--- config.mk ---
export PLATFORM = sky130hd
export DESIGN_NAME = adder_multicycle
export DESIGN_NICKNAME = d
export VERILOG_FILES = /design/src/rtl/adder_multicycle.sv
export SDC_FILE = /design/constraint.sdc
export NUM_CORES = 1
export LEC_CHECK = 0
export BUFFER_PORTS_ARGS = -buffer_cell sky130_fd_sc_hd__buf_2
export CAP_MARGIN = 40
export CORE_AREA = 8 8 133 135
export CTS_CLUSTER_SIZE = 30
export DETAILED_ROUTE_END_ITERATION = 12
export DIE_AREA = 0 0 141 143
export PLACE_DENSITY = 0.64
export SLEW_MARGIN = 20
export SYNTH_ARGS = -nofsm -noshare
export SYNTH_HDL_FRONTEND = slang
export SYNTH_SLANG_ARGS = --single-unit
--- constraint.sdc ---
create_clock -name clk -period 4.7 [get_ports clk]
set_clock_uncertainty 0.15 [all_clocks]
set_input_delay 0 -clock clk [delete_from_list [all_inputs] [get_ports clk]]
set_output_delay 0 -clock clk [all_outputs]
set_load 0.02 [all_outputs]
--- src/rtl/adder_multicycle.sv ---
// Multi-cycle adder/subtractor. Each cycle it processes SLICE bits and passes the carry
// to the next slice through a register. Uses a start/busy/done handshake and produces
// carry, signed-overflow and zero flags.
module adder_multicycle #(
    parameter int WIDTH = 32,
    parameter int SLICE = 8
) (
    input  logic             clk,
    input  logic             rst,
    input  logic             start,
    input  logic             sub,
    input  logic [WIDTH-1:0] A,
    input  logic [WIDTH-1:0] B,
    input  logic             Ci,
    output logic             busy,
    output logic             done,
    output logic [WIDTH-1:0] F,
    output logic             Co,
    output logic             Ov,
    output logic             Zf
);

    localparam int NSLICE = WIDTH / SLICE;
    localparam int IDX_W  = (NSLICE > 1) ? $clog2(NSLICE) : 1;
    localparam int SUM_W  = SLICE + 1;

    typedef enum logic {IDLE, RUN} state_t;

    state_t           state_q;
    logic [IDX_W-1:0] idx_q;
    logic [WIDTH-1:0] a_q, b_q, acc_q, f_q;
    logic             carry_q, busy_q, done_q, co_q, ov_q, zf_q;

    logic [SUM_W-1:0] slice_sum;
    logic             last_slice;
    logic [WIDTH-1:0] acc_d;
    logic             ov_d;
    logic             zf_d;

    // The operands shift right one slice per cycle, so the active slice is always the low
    // SLICE bits. The accumulator fills from the top, so after the last slice the result is in order.
    always_comb begin
        slice_sum  = {1'b0, a_q[SLICE-1:0]} + {1'b0, b_q[SLICE-1:0]} + SUM_W'(carry_q);
        last_slice = (idx_q == IDX_W'(NSLICE - 1));
        acc_d      = (acc_q >> SLICE) | (WIDTH'(slice_sum[SLICE-1:0]) << (WIDTH - SLICE));
        // a ^ b ^ sum at the MSB gives the carry into the MSB.
        ov_d       = (a_q[SLICE-1] ^ b_q[SLICE-1] ^ slice_sum[SLICE-1]) ^ slice_sum[SLICE];
        zf_d       = ~|acc_d;
    end

    // NOTE: all state uses non-blocking assignments so every register samples pre-edge values;
    // the async reset clears the datapath registers too, leaving no stale operands after reset.
    always_ff @(posedge clk or posedge rst) begin
        if (rst) begin
            state_q <= IDLE;
            idx_q   <= '0;
            a_q     <= '0;
            b_q     <= '0;
            acc_q   <= '0;
            carry_q <= 1'b0;
            busy_q  <= 1'b0;
            done_q  <= 1'b0;
            f_q     <= '0;
            co_q    <= 1'b0;
            ov_q    <= 1'b0;
            zf_q    <= 1'b0;
        end else begin
            done_q <= 1'b0;
            case (state_q)
                IDLE: begin
                    if (start) begin
                        state_q <= RUN;
                        busy_q  <= 1'b1;
                        a_q     <= A;
                        b_q     <= sub ? ~B : B;
                        carry_q <= Ci ^ sub;
                        idx_q   <= '0;
                        acc_q   <= '0;
                    end
                end
                RUN: begin
                    a_q     <= a_q >> SLICE;
                    b_q     <= b_q >> SLICE;
                    acc_q   <= acc_d;
                    carry_q <= slice_sum[SLICE];
                    idx_q   <= idx_q + 1'b1;
                    if (last_slice) begin
                        state_q <= IDLE;
                        busy_q  <= 1'b0;
                        done_q  <= 1'b1;
                        f_q     <= acc_d;
                        co_q    <= slice_sum[SLICE];
                        ov_q    <= ov_d;
                        zf_q    <= zf_d;
                    end
                end
                default: state_q <= IDLE;
            endcase
        end
    end

    assign busy = busy_q;
    assign done = done_q;
    assign F    = f_q;
    assign Co   = co_q;
    assign Ov   = ov_q;
    assign Zf   = zf_q;

endmodule

Word-level counts from Yosys, hierarchy flattened
Cells that the tools add are included.

Bits in registers: 137. Input bits: 69. Output and inout port bits: 37. Logic and storage cells: 48.

$add $sub $neg: 3. Equal/unequal tests: 3. Multiplexer cells: 19. Bitwise logic cells: 7. Reduce and logical (&&, ||, !) cells: 4.

Operators by type and width (count): case mux 32 bit (2 select lines) (3); two-way mux 32 bit (4); NOT 32 bit (1); OR 24 x 32 -> 32 bit (1); OR reduction 32 bit (1); adder 8 x 8 -> 9 bit (1); adder 9 x 1 -> 9 bit (1); two-way mux 1 bit (7); case mux 1 bit (2 select lines) (3); case mux 2 bit (2 select lines) (1); AND reduction 2 bit (2); bitwise XOR 1 bit (4); adder 2 x 1 -> 2 bit, second input constant (1); == test 2 bit, second input constant (1); two-way mux 2 bit (1); inequality test 2 x 1 -> 1 bit, second input constant (1); inequality test 2 bit, second input constant (1); zero test 1 bit (1); NOT 1 bit (1).

Longest topological paths before layout
Gate-level depths: netlist of run 1.

Depth after elaboration: 5. Depth in mapped cells: 8. Mapped depth without buffers: 8.

Worst setup path before layout of run 1
OpenSTA, ideal clock, no wires.

Kind: register to register. Start: register a_q[0]. End: register zf_q, in the netlist Zf. Setup time: 0.067 ns. Data arrival time: 2.497 ns. Required time: 4.483 ns. Slack: 1.986 ns. Cell stages (with the launch flop): 9. Path through: dfrtp_1 -> inv_1 -> fa_1 -> fa_1 -> xor2_1 -> nand2_1 -> or4_1 -> a2111oi_2 -> a32o_2.

Word-level cells in the longest chain between the ends: 5.

Ends and longest elaborated chain: start, declared (line 31) `logic [WIDTH-1:0] a_q, b_q, acc_q, f_q;`; start signal, assigned (line 82) `a_q <= a_q >> SLICE;`; adder 8 x 8 -> 9 bit (line 43) `slice_sum = {1'b0, a_q[SLICE-1:0]} + {1'b0, b_q[SLICE-1:0]} + SUM_W'(carry_q);`; adder 9 x 1 -> 9 bit (line 43); OR 24 x 32 -> 32 bit (line 45) `acc_d = (acc_q >> SLICE) | (WIDTH'(slice_sum[SLICE-1:0]) << (WIDTH - SLICE));`; OR reduction 32 bit (line 48) `zf_d = ~|acc_d;`; zero test 1 bit (line 48); end signal, assigned (line 94) `zf_q <= zf_d;`; end, declared (line 32) `logic carry_q, busy_q, done_q, co_q, ov_q, zf_q;`.

Every way passes these cells. A chain may end at the register's enable or synchronous reset.

Final worst setup path of run 1
Ends and elaborated chain as after synthesis.

==> out/metrics.cfg, run 1 <==
[placed_design]
place_inst = 887
port_buffers = 105
gp_congestion = 0.787
dp_hpwl_um = 9980
pre_cts_slack_ns = 1.81

[synth]
synth_top_area_share_pct = 53.2
ys_ff_latch = 129
synthArstFlopShare_pct = 100
synth_cells = 601
synthTopCellsByArea = dfrtp_1 53%, o21ai_0 7.9%, nand2_1 6.5%, mux2i_1 6.1%, xnor2_1 5.1%
synth_nets = 680
synth_largest_area_cell = dfrtp_1
yosysSeqAreaShare_pct = 53.2
avgSynthCellArea_um2 = 10.1
synth-edff-count = 0
syn_area_mm2 = 0.00606
synthFlopType = dfrtp_1
synth_cell_types = 39
yosys_warnings = 0

[global_routing]
grt_start_max_net_pins = 92
grtUsageTotal_pct = 15.8
antenna_found_initial = 2
grt-ovfl-total = 0
grt_pass1_wl_um = 25100
grt_pass1_vias = 4959

[timing]
max_slew_margin_pct = 59.0
rsz0062_at_grt = no
slew_violations = 0
finalCritPeriodShare_pct = 62.3
min_period_ns = 2.93
timing.fmax_mhz = 341
hold_viol = 0
setup_slack_ns = 1.77
fin_setup_tns_ns = 0
worst_pin_slew_ns = 0.616
setup_viol = 0

[cts]
clockBufferDepth = 2
cts_buffers = 17
cts_tree = done
root_buffer = clkbuf_16
post-cts-setup-buffers = 0
post_cts_resized = 0
ctsHoldBuffers = 66
clk_pin_slew_ns = 0.06
clk_latency_ns = 0.41
cts_htree_levels = 4
cts_sinks = 129

[floorplan]
die_w_um = 141
die_h_um = 143
core_mm2 = 0.0156
rows = 46
die-area_mm2 = 0.0202
start_util_pct = 38.9
ios = 106

[drt]
route.detailed.wl_per_inst_um = 15.6
vias = 4837
drtPass1Iterations = 5
drc = 0
wirelength_um = 15400
drt-initial-drc-count = 313
antenna_left = 0
routed_via_density = 4.88

[final_layout]
final_util_pct = 52.3
drive_gt1_share_pct = 23.0
layout.nets = 839
n_fill_cell = 1366
layout_common_cells = 128 x dfrtp_1, 105 x nand2_1, 104 x buf_2
instances_no_fill = 991
final_common_cell = dfrtp_1
area_growth_pct = 34.5

[hold_path]
hold_path_class = input port to async pin

[power_and_ir_drop]
power.density_mw_per_mm2 = 603
peakVddDrop_v = 0.000305
power.leakage_nw = 3.81

[run_status]
status = finished, final reports clean

[worst_setup_path]
crit_required_ns = 4.90
critPathKind = flop to flop
cp-start-kind = flop
cp_max_fo = 3
cp.arrival_ns = 3.13
endpoint_kind = flop

[flow_run]
maxCapViolCount = 0

synth_stat cells, drive strengths merged (3+ instances only):
cell type and n:
dfrtp 129, a21oi 6, clkbuf 29, inv 9, nand3 3, nor4 5, a211oi 9, nor2 32
o21ai 102, mux2 27, nand2 105, buf 12, xnor2 35, nand2b 26, mux2i 37, ha 8
nor3 4
where the power goes:
group | switching [mW] | internal [mW]
logic | 0.929 | 0.702
registers | 0.346 | 1.55
clock network | 0.471 | 0.918
total | 1.75 | 3.17
metal layers:
metal	share of wire [%]	GRT usage, %
met5	0	0
met4	1.5	6.00
met1	44	19.5
met2	48	25.3
met3	6.1	5.34
layout make-up:
cell class	count	area, um2	share of cell area [%]
Antenna cell	2	5.00	0.0614
Clock buffer	24	512	6.27
Clock inverter	8	124	1.52
Inverter	9	36.3	0.445
Multi-Input combinational cell	422	2640	32.4
Sequential cell	129	3230	39.6
Tap cell	216	270	3.31
Timing Repair Buffer	181	1330	16.4
flip-flops by register name (all words and copies together) (netlist names):
register / count
Co: 1
F: 32
Ov: 1
Zf: 1
a_q: 32
acc_q: 24
b_q: 32
busy: 1
carry_q: 1
done: 1
idx_q: 2
state_q: 1
kinds of logic after synthesis:
family | Yosys count | synth area share (%)
buffers and inverters | 50 | 3.18
muxes | 64 | 11.1
xor gates and xnor gates | 37 | 5.34
adders and majority gates | 10 | 2.31
AOI/OAI and AO/OA | 130 | 11.8
and+or+nand+nor | 181 | 13.0
DFF | 129 | 53.2
worst paths after layout:
check / startpoint / end / slack (ns) / cells past startpoint
worst min register to register: F[31]$_DFFE_PP0P_ / F[31]$_DFFE_PP0P_ / 0.33 / 2
worst max register to register: a_q[0]$_DFFE_PP0P_ / Zf$_DFFE_PP0P_ / 1.77 / 8
min in group clk: A[26] / a_q[26]$_DFFE_PP0P_ / 0.23 / 4
max in group asynchronous: rst / done$_DFF_PP0_ / 3.34 / 4
worst min-delay path: rst / b_q[29]$_DFFE_PP0P_ / 0.09 / 3
worst max-delay path: a_q[0]$_DFFE_PP0P_ / Zf$_DFFE_PP0P_ / 1.77 / 8
stage by stage:
step                hold slack [ns]  area [um2]  power [mW]
finish                       0.0861        8160        4.92
floorplan                   0.00640        6060        2.96
detailed placement          -0.0166        6790        3.50
CTS                          0.0491        8080        4.95
global route                  0.151        8160        5.25
global placement             0.0983        6740        3.41
worst max-delay path, stage by stage (launching register included):
cell,delay (ns)
dfrtp_1,0.34
inv_1,0.06
fa_1,0.46
fa_1,0.41
xor2_1,0.24
nand2_1,0.07
or4_1,0.56
a2111oi_2,0.35
a32o_2,0.21
Power figures use the tool's default switching activity.
==> run 2, diff against run 1 <==
--- a/config.mk
+++ b/config.mk
@@ -11,7 +11,7 @@
 export CTS_CLUSTER_SIZE = 30
 export DETAILED_ROUTE_END_ITERATION = 12
 export DIE_AREA = 0 0 141 143
-export PLACE_DENSITY = 0.64
+export PLACE_DENSITY = 0.66
 export SLEW_MARGIN = 20
 export SYNTH_ARGS = -nofsm -noshare
 export SYNTH_HDL_FRONTEND = slang
==> constraint.sdc (replaced) <==
create_clock -name clk -period 2.57 [get_ports clk]
set_clock_uncertainty 0.15 [all_clocks]
set_input_delay 0 -clock clk [delete_from_list [all_inputs] [get_ports clk]]
set_output_delay 0 -clock clk [all_outputs]
set_load 0.02 [all_outputs]
==> run 2 against run 1 <==
Compared with the run above:
- final cell count grew 0.20%
- fmax grew 15%
- global-route usage shrank 0.31 points
- utilization grew 0.20 points
- critical path depth is the same
- sequential cell count is the same
- routed wire length shrank 1.7%
- worst setup slack lost 1.8 ns
- die area is the same
- first-iteration DRC count shrank 22%
==> out/metrics.cfg, run 2 (synthesized netlist as in run 1, its figures left out) <==
[global_routing]
grt-ovfl-total = 0  ; unchanged
grt_pass1_wl_um = 24600  ; was 25,100 um
grt_start_max_net_pins = 163  ; was 92
grt_use_met2_pct = 25.8  ; was 25.3%
grt_pass1_vias = 4997  ; was 4,959
grtUsageMet3_pct = 4.67  ; was 5.34%
grtUsageTotal_pct = 15.5  ; was 15.8%
antenna_found_initial = 0  ; was 2
busiest_layer = met2  ; unchanged
gr-usage-met1_pct = 18.5  ; was 19.5%

[worst_setup_path]
cpMostUsedCell = fa_2  ; was fa_1
critPathKind = flop to flop  ; unchanged
worst-path-buf-inv = 1  ; unchanged
crit_required_ns = 2.78  ; was 4.90 ns
endpoint_kind = flop  ; unchanged
cp_max_fo = 4  ; was 3
slowest_delay_ns = 0.39  ; was 0.56 ns
critPathTopFamily = compound AO/OA/AOI/OAI gates  ; was adder cells
cpMaxStageDelayCell = fa_2  ; was or4_1
crit_chain = inv_2 > fa_2 > fa_2 > nor2b_1 > o211ai_1 > a21o_1 > a2111oi_4 > a32o_2  ; was inv_1 > fa_1 > fa_1 > xor2_1 > nand2_1 > or4_1 > a2111oi_2 > a32o_2
cp-start-kind = flop  ; unchanged
cp.arrival_ns = 2.76  ; was 3.13 ns

[timing]
rsz0062_at_grt = yes  ; was no
finalCritPeriodShare_pct = 99.4  ; was 62.3%
min_period_ns = 2.55  ; was 2.93 ns
hold_viol = 0  ; unchanged
setup_viol = 0  ; unchanged
slew_violations = 0  ; unchanged
worst_pin_slew_ns = 0.603  ; was 0.616 ns
max_slew_margin_pct = 59.8  ; was 59.0%
timing.fmax_mhz = 391  ; was 341 MHz

[floorplan]
start_util_pct = 38.9  ; unchanged
core_mm2 = 0.0156  ; unchanged
die-area_mm2 = 0.0202  ; unchanged
rows = 46  ; unchanged
ios = 106  ; unchanged
die_h_um = 143  ; unchanged
die_w_um = 141  ; unchanged

[final_layout]
area_growth_pct = 35.0  ; was 34.5%
drive_gt1_share_pct = 23.7  ; was 23.0%
antenna_cells = 0  ; was 2
design_area_mm2 = 0.00819  ; was 0.00816 mm2
layout.nets = 845  ; was 839
layout_common_cells = 128 x dfrtp_1, 105 x nand2_1, 104 x buf_2  ; unchanged
final_util_pct = 52.5  ; was 52.3%
final_common_cell = dfrtp_1  ; unchanged

[power_and_ir_drop]
combPwrFrac_pct = 34.9  ; was 33.2%
p_seq_share_pct = 37.4  ; was 38.6%
power.leakage_nw = 3.83  ; was 3.81 nW
power.density_mw_per_mm2 = 1110  ; was 603 mW/mm2
peakVddDrop_v = 0.000636  ; was 0.000305 V
clockPowerShare_pct = 27.6  ; was 28.2%
switching_share_pct = 35.1  ; was 35.5%
power_switching_mw = 3.18  ; was 1.75 mW
intPower_mw = 5.88  ; was 3.17 mW

[cts]
cts_tree = done  ; unchanged
clk_latency_ns = 0.42  ; was 0.41 ns
root_buffer = clkbuf_16  ; unchanged
cts_htree_levels = 4  ; unchanged
cts_buffers = 17  ; unchanged
cts_sinks = 129  ; unchanged
clockBufferDepth = 2  ; unchanged
clk_pin_slew_ns = 0.05  ; was 0.06 ns

[drt]
routed_via_density = 4.92  ; was 4.88
route.detailed.wl_per_inst_um = 15.3  ; was 15.6 um
wirelength_um = 15200  ; was 15,400 um
antenna_left = 0  ; unchanged
drc = 0  ; unchanged
vias = 4882  ; was 4,837
drtPass1Iterations = 6  ; was 5
drt-initial-drc-count = 244  ; was 313

[placed_design]
port_buffers = 105  ; unchanged
gp_congestion = 0.783  ; was 0.787
dp_hpwl_um = 9730  ; was 9980 um
dpl_cell_area_mm2 = 0.00683  ; was 0.00679 mm2

[run_status]
status = finished, final reports clean  ; unchanged

[hold_path]
hold_path_class = input port to async pin  ; unchanged

[flow_run]
maxCapViolCount = 0  ; unchanged

==> run 2: final timing paths <==
kind / end / startpoint / slack [ns] / cells after the start
max in group asynchronous: state_q$_DFF_PP0_ / rst / 1.74 / 4
max: Zf$_DFFE_PP0P_ / a_q[0]$_DFFE_PP0P_ / 0.02 / 8
max reg2reg: Zf$_DFFE_PP0P_ / a_q[0]$_DFFE_PP0P_ / 0.02 / 8
min in group clk: a_q[28]$_DFFE_PP0P_ / A[28] / 0.23 / 4
min reg2reg: a_q[10]$_DFFE_PP0P_ / a_q[18]$_DFFE_PP0P_ / 0.33 / 2
min: a_q[31]$_DFFE_PP0P_ / rst / 0.12 / 4
==> run 2: area by class of cell <==
type                    instances  area (um2)
well taps                     216         270
inverters                       9        37.5
repair buffers                187        1360
clock inverters                 6         130
clock buffers                  24         482
multi-input cells             422        2670
fillers                      1366        7410
flip-flops and latches        129        3230
==> run 2: repair_timing <==
action,in CTS,in global routing
buffers inserted,1,2
hold endpoints to repair,211,2
hold buffers,67,1
endpoints found under the setup margin,1,1
resized for setup,4,0
pin swaps,6,2
==> run 2: per-stage QoR <==
stage                     setup WS, ns  setup TNS [ns]  total power, mW  hold WS, ns  cells
after detailed placement        -0.105          -0.105             6.44       0.0169    891
after floorplan                 0.0333               0             5.42      0.00640    601
after global routing            -0.106          -0.106             9.66        0.155    993
final                           0.0154               0             9.06        0.118    993
after CTS                      -0.0813         -0.0813             9.10        0.122    989
after global placement         -0.0489         -0.0489             6.31       0.0191    891
==> run 2: metal layers <==
metal	vias to the layer above	wire length, um
met1	2341	6410
li1	2364	-
met4	0	339
met2	145	7500
met3	32	901
met5	-	0
==> run 2: worst register-to-register path: cells and delay by family, from the launching register on <==
| family | cells | cell delay [ns] |
|---|---|---|
| compound gates | 4 | 1.01 |
| fa+ha+maj | 2 | 0.77 |
| buf+inv | 1 | 0.05 |
| flops | 1 | 0.35 |
| simple gates | 1 | 0.17 |
==> run 2: power groups by stage <==
stage	clock, mW	combinational (mW)	sequential [mW]
after floorplan	0	1.88	3.54
after global placement	0	2.92	3.39
after detailed placement	0	3.02	3.42
after CTS	2.54	3.16	3.40
after global routing	2.63	3.53	3.51
final	2.50	3.17	3.39
==> run 3, diff against run 2 <==
--- a/config.mk
+++ b/config.mk
@@ -7,11 +7,10 @@
 export LEC_CHECK = 0
 export BUFFER_PORTS_ARGS = -buffer_cell sky130_fd_sc_hd__buf_2
 export CAP_MARGIN = 40
-export CORE_AREA = 8 8 133 135
+export CORE_AREA = 2 2 127 129
 export CTS_CLUSTER_SIZE = 30
 export DETAILED_ROUTE_END_ITERATION = 12
-export DIE_AREA = 0 0 141 143
-export PLACE_DENSITY = 0.66
+export DIE_AREA = 0 0 129 131
 export SLEW_MARGIN = 20
 export SYNTH_ARGS = -nofsm -noshare
 export SYNTH_HDL_FRONTEND = slang
==> run 3 against run 2 <==
Compared with the run above:
- critical path depth down 1
- worst hold slack improved by 0.098 ns
- the run now ends with setup timing left
- largest power group unchanged
- first-iteration DRC count is 19% higher
- die area fell by 16%
- register-to-register slack got worse by 0.05 ns
- critical path type unchanged
- highest routed layer unchanged
- sequential power is essentially flat
- via count decreased by 2.3%
- worst setup slack got worse by 0.046 ns
- final cell count grew 0.40%
- utilization fell by 0.12 points
==> out/metrics.cfg, run 3 (synthesized netlist as in run 1, its figures left out) <==
[run_status]
status = finished, violations left  ; was finished, final reports clean
violations = setup timing

[worst_setup_path]
cp-start-kind = flop  ; unchanged
endpoint = Zf$_DFFE_PP0P_  ; unchanged
critPathKind = flop to flop  ; unchanged
cp.arrival_ns = 2.80  ; was 2.76 ns
reg2reg_from = carry_q$_DFFE_PP0P_  ; was a_q[0]$_DFFE_PP0P_
crit_required_ns = 2.77  ; was 2.78 ns
reg2reg_slack_ns = -0.03  ; was 0.02 ns
critPathLaunch = carry_q$_DFFE_PP0P_  ; was a_q[0]$_DFFE_PP0P_
r2r_cells = 7  ; was 8
endpoint_kind = flop  ; unchanged
worstReg2RegEnd = Zf$_DFFE_PP0P_  ; unchanged
cp_max_fo = 2  ; was 4

[floorplan]
ios = 106  ; unchanged
die-area_mm2 = 0.0169  ; was 0.0202 mm2
die_h_um = 131  ; was 143 um
start_util_pct = 38.9  ; unchanged
rows = 46  ; unchanged
die_w_um = 129  ; was 141 um
core_mm2 = 0.0156  ; unchanged

[cts]
cts_htree_levels = 4  ; unchanged
clk_pin_slew_ns = 0.05  ; about the same
cts_tree = done  ; unchanged
root_buffer = clkbuf_16  ; unchanged
clockBufferDepth = 2  ; unchanged
cts_sinks = 129  ; unchanged
cts_buffers = 17  ; unchanged
clk_latency_ns = 0.41  ; was 0.42 ns

[global_routing]
antenna_found_initial = 0  ; unchanged
grt_pass1_wl_um = 23600  ; was 24,600 um
grt_pass1_vias = 4753  ; was 4,997
grt-ovfl-total = 0  ; unchanged
grt_start_max_net_pins = 163  ; unchanged
grtUsageTotal_pct = 18.1  ; was 15.5%

[timing]
whs_ns = 0.216  ; was 0.118 ns
rsz0062_at_grt = yes  ; unchanged
worst_pin_slew_ns = 0.561  ; was 0.603 ns
timing.fmax_mhz = 385  ; was 391 MHz
hold_viol = 0  ; unchanged
setup_viol = 1  ; was 0
slew_violations = 0  ; unchanged
max_slew_margin_pct = 62.6  ; was 59.8%
min_period_ns = 2.60  ; was 2.55 ns
finalCritPeriodShare_pct = 101  ; was 99.4%
setup_slack_ns = -0.0306  ; was 0.0154 ns

[placed_design]
port_buffers = 105  ; unchanged
dp_hpwl_um = 9350  ; was 9730 um
gp_congestion = 0.762  ; was 0.783

[power_and_ir_drop]
power.total_mw = 8.93  ; was 9.06 mW
peakVddDrop_v = 0.000524  ; was 0.000636 V
power.leakage_nw = 3.83  ; about the same
power.density_mw_per_mm2 = 1090  ; was 1110 mW/mm2

[final_layout]
layout.nets = 847  ; was 845
drive_gt1_share_pct = 24.2  ; was 23.7%
final_common_cell = dfrtp_1  ; unchanged
area_growth_pct = 34.7  ; was 35.0%
final_util_pct = 52.4  ; was 52.5%
layout_common_cells = 128 x dfrtp_1, 105 x nand2_1, 104 x buf_2  ; unchanged
antenna_cells = 0  ; unchanged

[drt]
drc = 0  ; unchanged
routed_via_density = 4.79  ; was 4.92
route.detailed.wl_per_inst_um = 14.4  ; was 15.3 um
drt-initial-drc-count = 290  ; was 244
wirelength_um = 14300  ; was 15,200 um
antenna_left = 0  ; unchanged
vias = 4772  ; was 4,882
drtPass1Iterations = 4  ; was 6

[hold_path]
hold_path_class = input port to flop  ; was input port to async pin

[flow_run]
maxCapViolCount = 0  ; unchanged

## run 3: changes by cell type in the layout (fill, tap and decap cells not counted)
| cell | previous run | this run |
|---|---|---|
| buf_12 | 4 | 3 |
| clkinv_2 | 2 | 9 |
| buf_4 | 11 | 12 |
| clkinvlp_4 | 1 | 2 |
| bufinv_16 | 4 | 3 |
| clkbuf_1 | 4 | 1 |
| dlygate4sd3_1 | 68 | 70 |
| clkbuf_8 | 3 | 1 |
## run 3: cell type report
| type | count | area, um2 |
|---|---|---|
| tap | 216 | 270 |
| inverter | 9 | 37.5 |
| clock inverter | 13 | 143 |
| timing repair buffer | 189 | 1370 |
| fill | 1409 | 7430 |
| sequential | 129 | 3230 |
| multi-input combinational | 422 | 2670 |
| clock buffer | 19 | 443 |
## run 3: timing repair
| action | 4_1_cts | 5_1_grt |
|---|---|---|
| endpoints found under the hold margin | 219 | 2 |
| hold buffers | 69 | 1 |
| pin swaps | 1 | 2 |
| setup endpoints to repair | 1 | 1 |
| gates resized for setup | 3 | 1 |
| setup buffers | 0 | 2 |
| gates cloned | 0 | 0 |
## run 3: critical path, stage by stage, from the launching register on
cell and delay (ns):
dfrtp_1 0.36, inv_2 0.05, fa_2 0.39, fa_2 0.55
nand4_1 0.08, or4_4 0.54, a2111oi_4 0.20, a32o_2 0.20
## run 3: how the worst min path moves through the flow
| stage | start | endpoint | cells after the start |
|---|---|---|---|
| floorplan | A[24] | a_q[24]$_DFFE_PP0P_ | 2 |
| global placement | rst | a_q[26]$_DFFE_PP0P_ | 2 |
| detailed placement | rst | a_q[26]$_DFFE_PP0P_ | 2 |
| CTS | sub | b_q[29]$_DFFE_PP0P_ | 3 |
| global route | A[25] | a_q[25]$_DFFE_PP0P_ | 4 |
| finish | A[29] | a_q[29]$_DFFE_PP0P_ | 4 |
## run 3: per-layer routing
metal,vias up,routed length [um],track usage [%]
li1,2382,-,-
met1,2258,6530,22.8
met2,111,6930,29.8
met3,21,495,4.15
met4,0,360,8.38
met5,-,0,0
## run 3: stage by stage
stage	worst slack [ns]	instance area (um2)	std cells	setup TNS, ns
finish	-0.0306	8170	997	-0.0306
global route	-0.127	8170	997	-0.127
CTS	-0.0501	8120	993	-0.0501
detailed placement	-0.111	6820	892	-0.111
global placement	-0.0613	6820	892	-0.0613
floorplan	0.0333	6070	601	0
## run 3: where the power goes
group | internal (mW) | switching, mW | leakage [nW]
clock | 1.53 | 0.860 | 0.296
combinational | 1.36 | 1.77 | 1.86
sequential | 2.84 | 0.578 | 1.67
total | 5.73 | 3.20 | 3.83
